File: src/rtl/mem_arbiter.sv
// Two-to-one line-memory arbiter: I-cache and D-cache miss ports share one slow memory.
// One transaction at a time; the winner's request is latched and the winner gets a one-cycle ready pulse.
module mem_arbiter #(
    parameter int LINE_W     = 128,
    parameter int FIXED_PRIO = 0
) (
    input  logic              clk,
    input  logic              rst_n,
    input  logic              i_read,
    input  logic              i_write,
    input  logic [31:4]       i_addr,
    input  logic [LINE_W-1:0] i_wdata,
    output logic [LINE_W-1:0] i_rdata,
    output logic              i_ready,
    input  logic              d_read,
    input  logic              d_write,
    input  logic [31:4]       d_addr,
    input  logic [LINE_W-1:0] d_wdata,
    output logic [LINE_W-1:0] d_rdata,
    output logic              d_ready,
    output logic              mem_read,
    output logic              mem_write,
    output logic [31:4]       mem_addr,
    output logic [LINE_W-1:0] mem_wdata,
    input  logic [LINE_W-1:0] mem_rdata,
    input  logic              mem_ready
);

    typedef enum logic [1:0] {
        ST_IDLE   = 2'd0,
        ST_BUSY_I = 2'd1,
        ST_BUSY_D = 2'd2,
        ST_RESP   = 2'd3
    } state_t;

    localparam logic GRANT_I = 1'b0;
    localparam logic GRANT_D = 1'b1;

    state_t              state_r, state_nxt_s;
    logic                last_grant_r, last_grant_nxt_s;
    logic                mem_read_r, mem_read_nxt_s;
    logic                mem_write_r, mem_write_nxt_s;
    logic [31:4]         mem_addr_r, mem_addr_nxt_s;
    logic [LINE_W-1:0]   mem_wdata_r, mem_wdata_nxt_s;
    logic [LINE_W-1:0]   i_rdata_r, i_rdata_nxt_s;
    logic [LINE_W-1:0]   d_rdata_r, d_rdata_nxt_s;
    logic                i_ready_r, i_ready_nxt_s;
    logic                d_ready_r, d_ready_nxt_s;
    logic                i_req_s, d_req_s, pick_d_s;

    assign i_req_s = i_read | i_write;
    assign d_req_s = d_read | d_write;
    // D wins when alone, under fixed priority, or when I held the previous grant.
    assign pick_d_s = d_req_s & (~i_req_s | (FIXED_PRIO != 0) | (last_grant_r == GRANT_I));

    assign mem_read  = mem_read_r;
    assign mem_write = mem_write_r;
    assign mem_addr  = mem_addr_r;
    assign mem_wdata = mem_wdata_r;
    assign i_rdata   = i_rdata_r;
    assign i_ready   = i_ready_r;
    assign d_rdata   = d_rdata_r;
    assign d_ready   = d_ready_r;

    // Next-state and next-output logic.
    always_comb begin
        state_nxt_s      = state_r;
        last_grant_nxt_s = last_grant_r;
        mem_read_nxt_s   = mem_read_r;
        mem_write_nxt_s  = mem_write_r;
        mem_addr_nxt_s   = mem_addr_r;
        mem_wdata_nxt_s  = mem_wdata_r;
        i_rdata_nxt_s    = i_rdata_r;
        d_rdata_nxt_s    = d_rdata_r;
        i_ready_nxt_s    = 1'b0;
        d_ready_nxt_s    = 1'b0;
        case (state_r)
            ST_IDLE: begin
                if (pick_d_s) begin
                    state_nxt_s      = ST_BUSY_D;
                    last_grant_nxt_s = GRANT_D;
                    mem_write_nxt_s  = d_write;
                    mem_read_nxt_s   = d_read & ~d_write;
                    mem_addr_nxt_s   = d_addr;
                    mem_wdata_nxt_s  = d_wdata;
                end else if (i_req_s) begin
                    state_nxt_s      = ST_BUSY_I;
                    last_grant_nxt_s = GRANT_I;
                    mem_write_nxt_s  = i_write;
                    mem_read_nxt_s   = i_read & ~i_write;
                    mem_addr_nxt_s   = i_addr;
                    mem_wdata_nxt_s  = i_wdata;
                end else begin
                    state_nxt_s = ST_IDLE;
                end
            end
            ST_BUSY_I, ST_BUSY_D: begin
                if (mem_ready) begin
                    state_nxt_s     = ST_RESP;
                    mem_read_nxt_s  = 1'b0;
                    mem_write_nxt_s = 1'b0;
                    if (state_r == ST_BUSY_D) begin
                        d_ready_nxt_s = 1'b1;
                        d_rdata_nxt_s = mem_read_r ? mem_rdata : d_rdata_r;
                    end else begin
                        i_ready_nxt_s = 1'b1;
                        i_rdata_nxt_s = mem_read_r ? mem_rdata : i_rdata_r;
                    end
                end else begin
                    state_nxt_s = state_r;
                end
            end
            // No grant here, so a request not yet dropped after ready is not re-served.
            ST_RESP: begin
                state_nxt_s = ST_IDLE;
            end
            default: begin
                state_nxt_s = ST_IDLE;
            end
        endcase
    end

    // State and registered outputs; reset abandons any in-flight transaction.
    always_ff @(posedge clk or negedge rst_n) begin
        if (!rst_n) begin
            state_r      <= ST_IDLE;
            last_grant_r <= GRANT_I;
            mem_read_r   <= 1'b0;
            mem_write_r  <= 1'b0;
            mem_addr_r   <= 28'd0;
            mem_wdata_r  <= {LINE_W{1'b0}};
            i_rdata_r    <= {LINE_W{1'b0}};
            d_rdata_r    <= {LINE_W{1'b0}};
            i_ready_r    <= 1'b0;
            d_ready_r    <= 1'b0;
        end else begin
            state_r      <= state_nxt_s;
            last_grant_r <= last_grant_nxt_s;
            mem_read_r   <= mem_read_nxt_s;
            mem_write_r  <= mem_write_nxt_s;
            mem_addr_r   <= mem_addr_nxt_s;
            mem_wdata_r  <= mem_wdata_nxt_s;
            i_rdata_r    <= i_rdata_nxt_s;
            d_rdata_r    <= d_rdata_nxt_s;
            i_ready_r    <= i_ready_nxt_s;
            d_ready_r    <= d_ready_nxt_s;
        end
    end

endmodule
File: config.mk
export PLATFORM = sky130hd
export DESIGN_NAME = mem_arbiter
export DESIGN_NICKNAME = d
export VERILOG_FILES = /design/src/rtl/mem_arbiter.sv
export SDC_FILE = /design/constraint.sdc
export NUM_CORES = 1
export LEC_CHECK = 0
export BUFFER_PORTS_ARGS = -buffer_cell sky130_fd_sc_hd__buf_4
export CAP_MARGIN = 0
export CORE_AREA = 4 4 332 334
export DETAILED_ROUTE_END_ITERATION = 16
export DIE_AREA = 0 0 336 338
export HOLD_SLACK_MARGIN = 0.03
export SLEW_MARGIN = 20
export SYNTH_ARGS = -nofsm -noshare
export SYNTH_HDL_FRONTEND = slang
export SYNTH_SLANG_ARGS = --single-unit
File: constraint.sdc
create_clock -name clk -period 1.6 [get_ports clk]
set_input_delay 0.4 -clock clk [delete_from_list [all_inputs] [get_ports clk]]
set_output_delay 0.4 -clock clk [all_outputs]
set_load 0.02 [all_outputs]
# --- Yosys cells after proc, flatten, opt, wreduce, memory -nomap -nowiden ---
# Index checks and enable logic that the tools add are counted.
classes:
  n_addsub: 0
  n_mul: 0
  n_div: 0
  n_lt_le_gt_ge: 0
  eq_ne: 5
  n_shift: 0
  n_mux: 23
  n_bitwise: 11
  reduce_logical: 8
ops:
  columns: ["cell", "n"]
  rows:
  - ["2-to-1 mux 128 bit", 2]
  - ["2-to-1 mux 28 bit", 2]
  - ["2-to-1 mux 1 bit", 14]
  - ["AND reduction 4 bit", 2]
  - ["one-hot mux 2 bit (3 select lines)", 1]
  - ["NOT 1 bit", 5]
  - ["equality test 2 bit, second input constant", 2]
  - ["2-to-1 mux 2 bit", 2]
  - ["one-hot mux 1 bit (2 select lines)", 2]
  - ["nonzero test 2 bit", 2]
  - ["AND 1 bit", 3]
  - ["inequality test 3 bit, second input constant", 1]
  - ["OR 1 bit", 3]
  - ["AND reduction 3 bit", 1]
  - ["equality test 2 x 1 -> 1 bit, second input constant", 1]
  - ["logical NOT 2 bit", 1]
  - ["inequality test 2 bit, second input constant", 1]
  - ["AND reduction 2 bit", 1]
  - ["OR reduction 2 bit", 1]
totals:
  ff_bits: 419
  latchBits: 0
  mem_bits_rw: 0
  mem_bits_ro: 0
  out_inout_bits: 416
  elab_cells: 57
  n_memories: 0

# --- Longest topological paths before layout ---
logic_depth:
  ltp_word: 6
  ltp_mapped: 8

# --- Worst setup path before layout ---
# Ideal clock, no wire load.
synth_path:
  path_type: "register to register"
  start: "reg state_r[1]"
  end: "reg i_rdata_r[100] (netlist: i_rdata[100])"
  arrival_time_ps: 1606
  required_ps: 1475
  slack_ps: -130
  path_stages_with_launch: 9
  path_cell_list: "dfrtp_1 > inv_1 > ha_1 > nand2_1 > nor2_1 > nand2_1 > buf_4 > buf_6 > mux2_2"
synth_via:
  elab_chain_len: 3
  word_cells_on_any_way: 5
synth_rtl:
  columns: ["item", "line", "text"]
  rows:
  - ["start: declaration", "39", "state_t state_r, state_nxt_s;"]
  - ["start signal: assignment", "137", "state_r <= state_nxt_s;"]
  - ["equality test 2 bit or equality test 2 x 1 -> 1 bit (tied branches)", "77, 102", null]
  - ["OR reduction 2 bit or NOT 1 bit (tied branches)", null, null]
  - ["AND reduction 4 bit (no line) (*)", null, null]
  - ["end signal: assignment", "132", "i_rdata_r <= {LINE_W{1'b0}};"]
  - ["end signal: assignment", "143", "i_rdata_r <= i_rdata_nxt_s;"]
  - ["end: declaration", "45", "logic [LINE_W-1:0] i_rdata_r, i_rdata_nxt_s;"]
# Every way passes the cells marked *; elsewhere a longest branch is shown, timed or not.
# A chain may end at the register's enable or synchronous reset.

# --- Worst setup path after layout ---
layout_path:
  start: "reg state_r[0]"
  end: "reg mem_wdata_r[28] (netlist: mem_wdata[28])"
layout_via:
  elab_chain_len: 2
layout_rtl:
  columns: ["item", "line", "text"]
  rows:
  - ["logical NOT 2 bit", "77", "case (state_r)"]
  - ["AND reduction 2 bit (no line)", null, null]
  - ["end signal: assignment", "131", "mem_wdata_r <= {LINE_W{1'b0}};"]
  - ["end signal: assignment", "142", "mem_wdata_r <= mem_wdata_nxt_s;"]
  - ["end: declaration", "44", "logic [LINE_W-1:0] mem_wdata_r, mem_wdata_nxt_s;"]
# No other way between the ends.

==> results.txt <==
outcome: finished with violations
failing checks: setup timing
Vias/cell: 4.02
Global Route Usage Sum: 0.140
Netlist cell types: 27
Final Hold Viols: 0
first-pass GRT wire length: 117 mm
Max Slew Vio Count: 0
Gate power share: 0.545
initial DRC count: 746
Finished Layout Cells: 4351
Core Util, Final: 0.328
Min Hold Slack: 0.0924 ns
Clock Sinks: 419
die span in y: 338 um
hold endpoint: i_ready
Final ANT Viol Nets: 0
CP Capture Type: flip-flop
Clock Power Share: 0.166
largest net degree at the start of global routing: 35
routed wire length: 92.4 mm
Leakage: 16.6 nW
CP peak stage delay: 0.38 ns
Filler cells: 10400
IO Pins: 863
Clock Latency Late Sink: 0.59 ns
cell area after layout: 35100 um^2
cell-internal power: 41.7 mW
drt pass-1 iters: 5
post-synthesis sequential area ratio: 0.618
Worst-Margin Slew: 0.320 ns
hold path depth: 3
# setup viols final: 410
initial antenna violation count: 5
HP Class: in2reg
Worst path most repeated cell: clkbuf_16
RR Endpoint: mem_wdata[28]
gpl congestion: 0.868
CP Launch Type: flip-flop
H-tree Lvls: 2
via count: 17500
Core Region: 107000 um^2
crit path time final: 1.90 ns
Final Worst Setup Slack: -0.296 ns
RSZ-0062 raised after global routing: true
Register-to-Register Path Depth: 10
cell total after placement: 3749
cell taking the most area after synthesis: dfrtp_1
Switching Power: 27.2 mW
slack of the worst reg-to-reg path: -0.30 ns
Seq pwr share: 0.289
starting density of the core: 0.159
Synth warnings: 0
power density cells: 1970 nW/um^2
Critical Path, Cell by Cell: inv_2 -> buf_4 -> ha_4 -> a21boi_4 -> buf_6 -> clkbuf_16 -> buf_12 -> clkbuf_16 -> nor2_1 -> a31oi_1
crit path DAT: 2.41 ns
GRT overflow: 0
worst r2r src: state_r[0]
count leader, synth: dfrtp_1
area delta synth->final: 107%
Data required, critical path: 2.12 ns
number of buffers created by CTS: 48
hold path start: mem_ready
HPWL Detailed: 64.8 mm
largest cells by area after synthesis: dfrtp_1, mux2_2, nand2_1
Synth top area share: 0.618
mean post-synth cell area: 11.8 um^2
Reg clk slew, reported paths: 0.06 ns
vias in the first global route: 17500
Root Buffer: clkbuf_16
die boundary width: 336 um
MaxCap Viol Count: 0
die area: 114000 um^2
Crit-path slowest cell: dfrtp_1
crit path launch: state_r[0]
post-DR wirelength/cell: 21.2 um
Net Count, Synth: 1890
Fmax: 0.527 GHz
Nets: 3359
port bufs: 862
EDFF count, synth: 0
CTS tree: built
Remaining DRCs: 0
final worst-path cycle share: 1.19
Synth Instances: 1439
Post-Syn Area: 17000 um^2
VDD IR-drop max: 0.00100 V
CP Max Fanout: 8
share of cells above drive strength 1: 0.511
flops & latches, synth: 419
row cnt: 120
largest buffer count on any clock path: 3
most frequent cells after synthesis: dfrtp_1, nand2_1, mux2_2
Max-slew headroom: 0.786
asr flop ratio synth: 1.00
Setup CP Type: reg2reg
Sw Ratio: 0.395
DP Area: 26200 um^2
Most used DFF post-synth: dfrtp_1
Clock Skew: 0.0112 ns
[flip-flops by register name, summed over array words and instances (netlist names), 2 cells and up]
| name | count |
|---|---|
| d_rdata | 128 |
| state_r | 2 |
| mem_wdata | 128 |
| mem_addr | 28 |
| i_rdata | 128 |
[routing by layer]
layer  up-vias  share of wire  global-route usage
li1       7889              -                   -
met1      8547           0.40               0.169
met2       863           0.49               0.233
met3       188          0.075              0.0428
met4         2          0.037              0.0525
met5         -        0.00012                   0
[stage by stage]
step	setup WS, ns	TNS, ns	power (mW)
after global routing	-0.378	-110.82	72.2
final	-0.296	-68.60	69.0
after global placement	-0.344	-79.01	48.5
after CTS	-0.315	-96.80	61.6
after detailed placement	-0.363	-78.80	48.9
after floorplan	-0.0419	-4.81	32.9
[worst max-delay path: cells and delay by family (launching register included)]
kind	cells	cell delay [ns]
simple gates	1	0.05
flops	1	0.38
buf+inv	6	0.86
compound gates	2	0.36
fa+ha+maj	1	0.15
[repair_timing]
| action | in CTS | in global routing |
|---|---|---|
| gates resized for setup | 28 | 454 |
| pin swaps | 1 | 3 |
| endpoints found under the setup margin | 738 | 773 |
| gates cloned | 4 | 33 |
| hold buffers | 377 | 0 |
| setup buffers | 6 | 94 |
| hold endpoints to repair | 431 | 0 |
[placed cells by master, fill, tap and decap left out, drive strengths merged, types with 3 or more instances in the layout]
cell type | Yosys | layout
a21oi | 5 | 5
a31oi | 157 | 157
buf | 79 | 1109
bufinv | 0 | 3
clkbuf | 18 | 101
clkinv | 0 | 11
dfrtp | 419 | 419
diode | 0 | 3
dlygate4sd3 | 0 | 377
ha | 4 | 4
inv | 4 | 4
mux2 | 256 | 256
nand2 | 315 | 315
nor2 | 161 | 161
o21ai | 6 | 6
[power by group through the flow]
stage / sequential [mW] / clock (mW) / combinational, mW
after detailed placement: 19.1 / 0 / 29.8
final: 19.9 / 11.4 / 37.6
after global routing: 20.4 / 12.2 / 39.7
after floorplan: 24.5 / 0 / 8.37
after global placement: 19.0 / 0 / 29.5
after CTS: 19.0 / 11.8 / 30.9
[how the worst max path moves through the flow]
stage	to	slack, ns
6_report	mem_wdata[28]	-0.30
5_1_grt	mem_wdata[28]	-0.38
4_1_cts	i_rdata[45]	-0.31
3_5_place_dp	i_rdata[125]	-0.36
3_3_place_gp	i_rdata[120]	-0.34
2_1_floorplan	i_rdata[100]	-0.04
[area by class of cell]
cell class | count | area [um^2] | share of cell area
repair buffers | 1516 | 15100 | 0.431
flip-flops and latches | 419 | 10500 | 0.299
multi-input cells | 919 | 6030 | 0.172
well taps | 1403 | 1760 | 0.0501
clock buffers | 71 | 1440 | 0.0410
clock inverters | 16 | 198 | 0.00564
inverters | 4 | 15.0 | 0.000428
diodes | 3 | 7.51 | 0.000214
[kinds of logic after synthesis]
logic type | count (synthesis) | share of synthesized area
buffers and inverters | 101 | 0.0353
AND/OR/NAND/NOR | 484 | 0.108
adder cells (fa/ha/maj) | 4 | 0.00295
flip-flops | 419 | 0.618
AO/OA/AOI/OAI | 175 | 0.0650
multiplexers | 256 | 0.170
No activity file was read; power rests on OpenSTA's default activity.
